[src/rtl/uart_pkg.sv]
`default_nettype none
// ============================================================================
//  Module      : uart_pkg
//  Description : Shared UART encodings. Holds the FSM state codes and the
//                serial line levels used by both uart_tx and uart_rx.
//  Revision    : 1.0 - initial release
// ============================================================================
package uart_pkg;

    typedef logic [2:0] uart_state_t;

    localparam uart_state_t ST_IDLE   = 3'd0;
    localparam uart_state_t ST_START  = 3'd1;
    localparam uart_state_t ST_DATA   = 3'd2;
    localparam uart_state_t ST_PARITY = 3'd3;
    localparam uart_state_t ST_STOP   = 3'd4;

    localparam logic LINE_IDLE = 1'b1;
    localparam logic START_BIT = 1'b0;
    localparam logic STOP_BIT  = 1'b1;

endpackage
`default_nettype wire

[src/rtl/uart_baud_tick.sv]
`default_nettype none
// ============================================================================
//  Module      : uart_baud_tick
//  Description : Bit-period counter. Asserts tick on the last cycle of each
//                serial bit. A clear restarts the period so the next bit is
//                full length.
//  Revision    : 1.0 - initial release
// ============================================================================
module uart_baud_tick #(
    parameter int CLKS_PER_BIT = 87
) (
    input  logic clk,
    input  logic rst,
    input  logic clear,
    output logic tick
);

    localparam int            c_cnt_w = (CLKS_PER_BIT > 1) ? $clog2(CLKS_PER_BIT) : 1;
    localparam logic [c_cnt_w-1:0] c_last = c_cnt_w'(CLKS_PER_BIT - 1);

    logic [c_cnt_w-1:0] r_cnt;

    always_ff @(posedge clk) begin
        if (rst || clear) begin
            r_cnt <= '0;
        end else if (r_cnt == c_last) begin
            r_cnt <= '0;
        end else begin
            r_cnt <= r_cnt + 1'b1;
        end
    end

    assign tick = (r_cnt == c_last);

endmodule
`default_nettype wire

[src/rtl/uart_tx.sv]
`default_nettype none
// ============================================================================
//  Module      : uart_tx
//  Description : UART transmitter, LSB first, 8N1 by default. Define
//                UART_TX_PARITY_EN to insert a parity bit before the stop bit.
//  Revision    : 1.0 - initial release
// ============================================================================
module uart_tx #(
    parameter int CLKS_PER_BIT = 87,
    parameter int DATA_W       = 8,
    parameter int PARITY_ODD   = 0
) (
    input  logic              clk,
    input  logic              rst,
    input  logic              en,
    input  logic [DATA_W-1:0] data_in,
    input  logic              data_valid,
    output logic              ready,
    output logic              q,
    output logic              active,
    output logic              done
);

    import uart_pkg::*;

    localparam int               c_bit_w    = (DATA_W > 1) ? $clog2(DATA_W) : 1;
    localparam logic [c_bit_w-1:0] c_bit_last = c_bit_w'(DATA_W - 1);

    if (CLKS_PER_BIT < 2) begin : g_bad_clks_per_bit
        $error("uart_tx: CLKS_PER_BIT must be at least 2");
    end
    if ((PARITY_ODD != 0) && (PARITY_ODD != 1)) begin : g_bad_parity_odd
        $error("uart_tx: PARITY_ODD must be 0 or 1");
    end

    uart_state_t        r_state;
    uart_state_t        w_state_next;
    logic [DATA_W-1:0]  r_shift;
    logic [DATA_W-1:0]  w_shift_next;
    logic [c_bit_w-1:0] r_bit_cnt;
    logic [c_bit_w-1:0] w_bit_cnt_next;
    logic               r_q;
    logic               w_q_next;
    logic               w_accept;
    logic               w_tick;

`ifdef UART_TX_PARITY_EN
    localparam logic c_parity_odd = (PARITY_ODD != 0);
    logic r_parity;

    // Parity is taken from the byte at accept time, since the shifter is consumed by then.
    always_ff @(posedge clk) begin
        if (rst) begin
            r_parity <= 1'b0;
        end else if (w_accept) begin
            r_parity <= (^data_in) ^ c_parity_odd;
        end
    end
`endif

    uart_baud_tick #(
        .CLKS_PER_BIT (CLKS_PER_BIT)
    ) u_baud (
        .clk   (clk),
        .rst   (rst),
        .clear (w_accept),
        .tick  (w_tick)
    );

    always_comb begin
        w_state_next   = r_state;
        w_shift_next   = r_shift;
        w_bit_cnt_next = r_bit_cnt;
        w_accept       = 1'b0;
        case (r_state)
            ST_IDLE: begin
                if (en && data_valid) begin
                    w_accept       = 1'b1;
                    w_state_next   = ST_START;
                    w_shift_next   = data_in;
                    w_bit_cnt_next = '0;
                end
            end
            ST_START: begin
                if (w_tick) w_state_next = ST_DATA;
            end
            ST_DATA: begin
                if (w_tick) begin
                    w_shift_next = r_shift >> 1;
                    if (r_bit_cnt == c_bit_last) begin
                        w_bit_cnt_next = '0;
`ifdef UART_TX_PARITY_EN
                        w_state_next   = ST_PARITY;
`else
                        w_state_next   = ST_STOP;
`endif
                    end else begin
                        w_bit_cnt_next = r_bit_cnt + 1'b1;
                    end
                end
            end
`ifdef UART_TX_PARITY_EN
            ST_PARITY: begin
                if (w_tick) w_state_next = ST_STOP;
            end
`endif
            ST_STOP: begin
                if (w_tick) w_state_next = ST_IDLE;
            end
            default: w_state_next = ST_IDLE;
        endcase
    end

    // Line level is derived from the upcoming state so q changes on the same edge as the FSM.
    always_comb begin
        w_q_next = LINE_IDLE;
        case (w_state_next)
            ST_START: w_q_next = START_BIT;
            ST_DATA:  w_q_next = w_shift_next[0];
`ifdef UART_TX_PARITY_EN
            ST_PARITY: w_q_next = r_parity;
`endif
            ST_STOP:  w_q_next = STOP_BIT;
            default:  w_q_next = LINE_IDLE;
        endcase
    end

    always_ff @(posedge clk) begin
        if (rst) begin
            r_state   <= ST_IDLE;
            r_shift   <= '0;
            r_bit_cnt <= '0;
            r_q       <= LINE_IDLE;
        end else begin
            r_state   <= w_state_next;
            r_shift   <= w_shift_next;
            r_bit_cnt <= w_bit_cnt_next;
            r_q       <= w_q_next;
        end
    end

    assign ready  = (r_state == ST_IDLE);
    assign active = (r_state != ST_IDLE);
    assign done   = (r_state == ST_STOP) && w_tick;
    assign q      = r_q;

endmodule
`default_nettype wire

[config.mk]
export PLATFORM = sky130hd
export DESIGN_NAME = uart_tx
export DESIGN_NICKNAME = d
export VERILOG_FILES = /design/src/rtl/uart_pkg.sv /design/src/rtl/uart_baud_tick.sv /design/src/rtl/uart_tx.sv
export SDC_FILE = /design/constraint.sdc
export NUM_CORES = 1
export LEC_CHECK = 0
export ABC_AREA = 1
export CORE_ASPECT_RATIO = 0.7
export CORE_MARGIN = 1.5
export CORE_UTILIZATION = 55
export CTS_CLUSTER_DIAMETER = 60
export DETAILED_ROUTE_END_ITERATION = 8
export HOLD_SLACK_MARGIN = 0.03
export PLACE_DENSITY = 0.8
export SLEW_MARGIN = 20
export SYNTH_ARGS = -nofsm -noshare
export SYNTH_HDL_FRONTEND = slang
export SYNTH_HIERARCHICAL = 1
export SYNTH_SLANG_ARGS = --single-unit
[constraint.sdc]
create_clock -name clk -period 3.1 [get_ports clk]
set_clock_uncertainty 0.05 [all_clocks]
set_input_delay 0.62 -clock clk [delete_from_list [all_inputs] [get_ports clk]]
set_output_delay 0.62 -clock clk [all_outputs]
set_load 0.01 [all_outputs]
==> results of run 1 <==
-- flip-flops by register name, indices dropped and copies added, names as in the netlist --
register / cells
r_shift: 8
u_baud/r_cnt: 7
r_bit_cnt: 3
r_state: 3
q: 1
-- routing by layer --
layer | track usage, % | up-vias | wire length (um)
met2 | 40.2 | 43 | 1240
met1 | 26.9 | 500 | 1180
met4 | 8.72 | 0 | 17
met5 | 0 | - | 0
li1 | - | 567 | -
met3 | 6.94 | 5 | 152
-- synth_stat cells --
cell type	instances	share of area, %
clkbuf_1	1	0.33
buf_6	1	0.99
o21bai_1	1	0.66
nor2_1	37	12
ha_1	4	4.4
o21ai_0	3	1.3
inv_2	2	0.66
nand4_1	2	1.1
nand3_1	14	6.2
buf_2	1	0.44
nand2_2	2	1.1
a22oi_1	2	1.3
nor3_1	1	0.44
nor2_4	2	2.0
inv_1	18	6.0
nand2_1	43	14
dfxtp_1	22	39
a21oi_1	9	4.0
nand3_2	2	1.8
o22ai_1	1	0.55
xor2_1	2	1.5
-- cell type report --
type / instances / area, sq um / area share [%]
inverter: 20 / 75.1 / 5.65
timing repair buffer: 15 / 150 / 11.3
clock buffer: 4 / 36.3 / 2.73
tap: 22 / 27.5 / 2.07
sequential: 22 / 440 / 33.1
multi-input combinational: 125 / 599 / 45.1
-- where the power goes --
part	switching, W	internal [W]	total, W	leakage (nW)
logic	0.0000355	0.0000326	0.0000681	0.377
clock network	0.0000916	0.0000719	0.000163	0.0210
registers	0.00000924	0.000295	0.000304	0.179
total	0.000136	0.000400	0.000536	0.577
-- through the flow --
| step | worst slack, ps | utilization [%] | cell area [sq um] | hold slack [ps] | total power, W |
|---|---|---|---|---|---|
| after global placement | 703 | 67.9 | 1290 | 393 | 0.000375 |
| after detailed placement | 541 | 67.9 | 1290 | 407 | 0.000378 |
| final | 146 | 69.8 | 1330 | 426 | 0.000536 |
| after CTS | 169 | 69.8 | 1330 | 426 | 0.000539 |
| after global routing | 17.7 | 69.8 | 1330 | 453 | 0.000558 |
| after floorplan | 1410 | - | 1130 | 380 | 0.000349 |
-- kinds of logic (layout without fill, tap and decap cells) --
| logic type | Yosys count | count (layout) | synth area share (%) |
|---|---|---|---|
| buf+inv | 23 | 39 | 8.38 |
| compound gates | 16 | 16 | 7.83 |
| simple gates | 103 | 103 | 39.0 |
| fa+ha+maj | 4 | 4 | 4.41 |
| xor+xnor | 2 | 2 | 1.54 |
| flops | 22 | 22 | 38.8 |
-- how the worst max path moves through the flow --
stage                    startpoint   end
floorplan           u_baud/r_cnt[0]  done
global placement    u_baud/r_cnt[0]  done
detailed placement  u_baud/r_cnt[0]  done
CTS                 u_baud/r_cnt[0]  done
global route        u_baud/r_cnt[0]  done
finish              u_baud/r_cnt[0]  done
-- worst max-delay path, stage by stage (launching register included) --
cell and delay (ps):
dfxtp_1 360, inv_1 70, ha_1 140, nand2_1 50, inv_1 60, nand3_1 110
inv_1 320, inv_1 150, nor2_1 150, clkdlybuf4s50_1 550
==> flow_metrics.py, run 1 <==
metrics = {
    "sta": {
        "max_freq_ghz": 0.338,
        "setup-tns-final_ps": 0,
        "min_period_over_period_pct": 95.3,
        "setup_viol": 0,
        "finalCriticalPeriod_ps": 2950,
        "worst_slew_pin_slew_ps": 451,
        "rsz0062_at_grt": "no",
        "slew_headroom_pct": 69.9,
        "slew_viol_final": 0,
        "hold_viol": 0,
    },
    "clocking": {
        "path_clk_slew_ps": 130,
        "ctsHoldBuffers": 0,
        "numCtsBuffers": 3,
        "cts_setup_buffers": 0,
        "clock_latency_ps": 320,
        "cts_tree": "done",
        "cts_buffer_depth": 2,
        "cts_resized": 0,
        "root_buffer": "clkbuf_4",
        "ctsHtreeMaxLevel": 1,
        "cts_sinks": 22,
    },
    "worst_setup_path": {
        "crit_path_start_kind": "register",
        "worstSetupEndpointType": "output port",
        "crit_type": "reg2out",
        "r2r_start": "u_baud/r_cnt[0]",
        "required_ps": 2430,
        "reg2reg_depth": 11,
        "timing.rr.end": "r_bit_cnt[0]",
        "reg2reg_slack_ps": 1170,
        "cp_data_arrival_time_ps": 2280,
        "cp_max_fo": 12,
    },
    "global_route": {
        "grt_overflow": 0,
        "grt_antenna_before_repair": 0,
        "grt_max_degree": 13,
        "grt_pass1_wl_um": 3860,
        "grt_pass1_vias": 928,
        "grt_usage_pct": 22.6,
    },
    "placement": {
        "io_buffers": 15,
        "hpwl_um": 1950,
        "place_congestion": 0.825,
        "placed_cells": 204,
    },
    "yosys": {
        "synth.avg_cell_area_sq_um": 6.68,
        "ys_types": 21,
        "syn-num-nets": 186,
        "ys_seq_area_share_pct": 38.8,
        "yosysWarnings": 6,
        "netlist_instances": 170,
        "ys_seq_elements": 22,
        "synth_area_sq_um": 1130,
    },
    "layout": {
        "nFillCells": 179,
        "drive_gt1_share_pct": 6.45,
        "final_common_cell": "nand2_1",
        "layout_common_cells": "nand2_1 (43), nor2_1 (37), dfxtp_1 (22), inv_1 (18), clkdlybuf4s50_1 (15)",
        "n_antenna_cell": 0,
        "final_nets": 203,
        "syn_to_final_growth_pct": 17.1,
        "fin_cells": 208,
    },
    "pwr": {
        "ir_worst_vdd_mv": 0.383,
        "leakagePower_nw": 0.577,
        "powerDensity_nw_per_um2": 403,
    },
    "floorplanning": {
        "die_w_um": 57.3,
        "pin_count": 16,
        "rows": 13,
        "dieArea_sq_um": 2350,
        "fp.dieH_um": 41.0,
        "start_util_pct": 59.6,
        "coreArea_sq_um": 1900,
    },
    "hold_path": {
        "hp-class": "reg2reg",
        "holdPathEnd": "r_shift[7]",
        "worstHoldStart": "r_shift[7]",
        "hold_depth": 2,
    },
    "drt": {
        "drtIter0Drc": 50,
        "wl_per_cell_um": 12.5,
        "ant_nets": 0,
        "via_per_inst": 5.36,
        "wl_um": 2590,
        "drt_pre_antenna_iters": 4,
        "vias": 1115,
        "route.detailed.drc": 0,
    },
    "outcome": {
        "status": "completed",
    },
    "flow_run": {
        "maxCapViolations": 0,
    },
}
Power figures use the tool's default switching activity.
==> run 2, diff against run 1 <==
==> constraint.sdc (replaced) <==
create_clock -name clk -period 3.55 [get_ports clk]
set_clock_uncertainty 0.05 [all_clocks]
set_input_delay 0.71 -clock clk [delete_from_list [all_inputs] [get_ports clk]]
set_output_delay 0.71 -clock clk [all_outputs]
set_load 0.01 [all_outputs]
==> results of run 2 <==
The final DEF is identical to that of run 1. Status: completed.
Main changes from that run: setup slack after placement 541 ps -> 901 ps; setup slack after layout 146 ps -> 506 ps; register-to-register setup slack 1170 ps -> 1620 ps; total power 0.000536 W -> 0.000468 W; worst IR drop on VDD 0.383 mV -> 0.334 mV
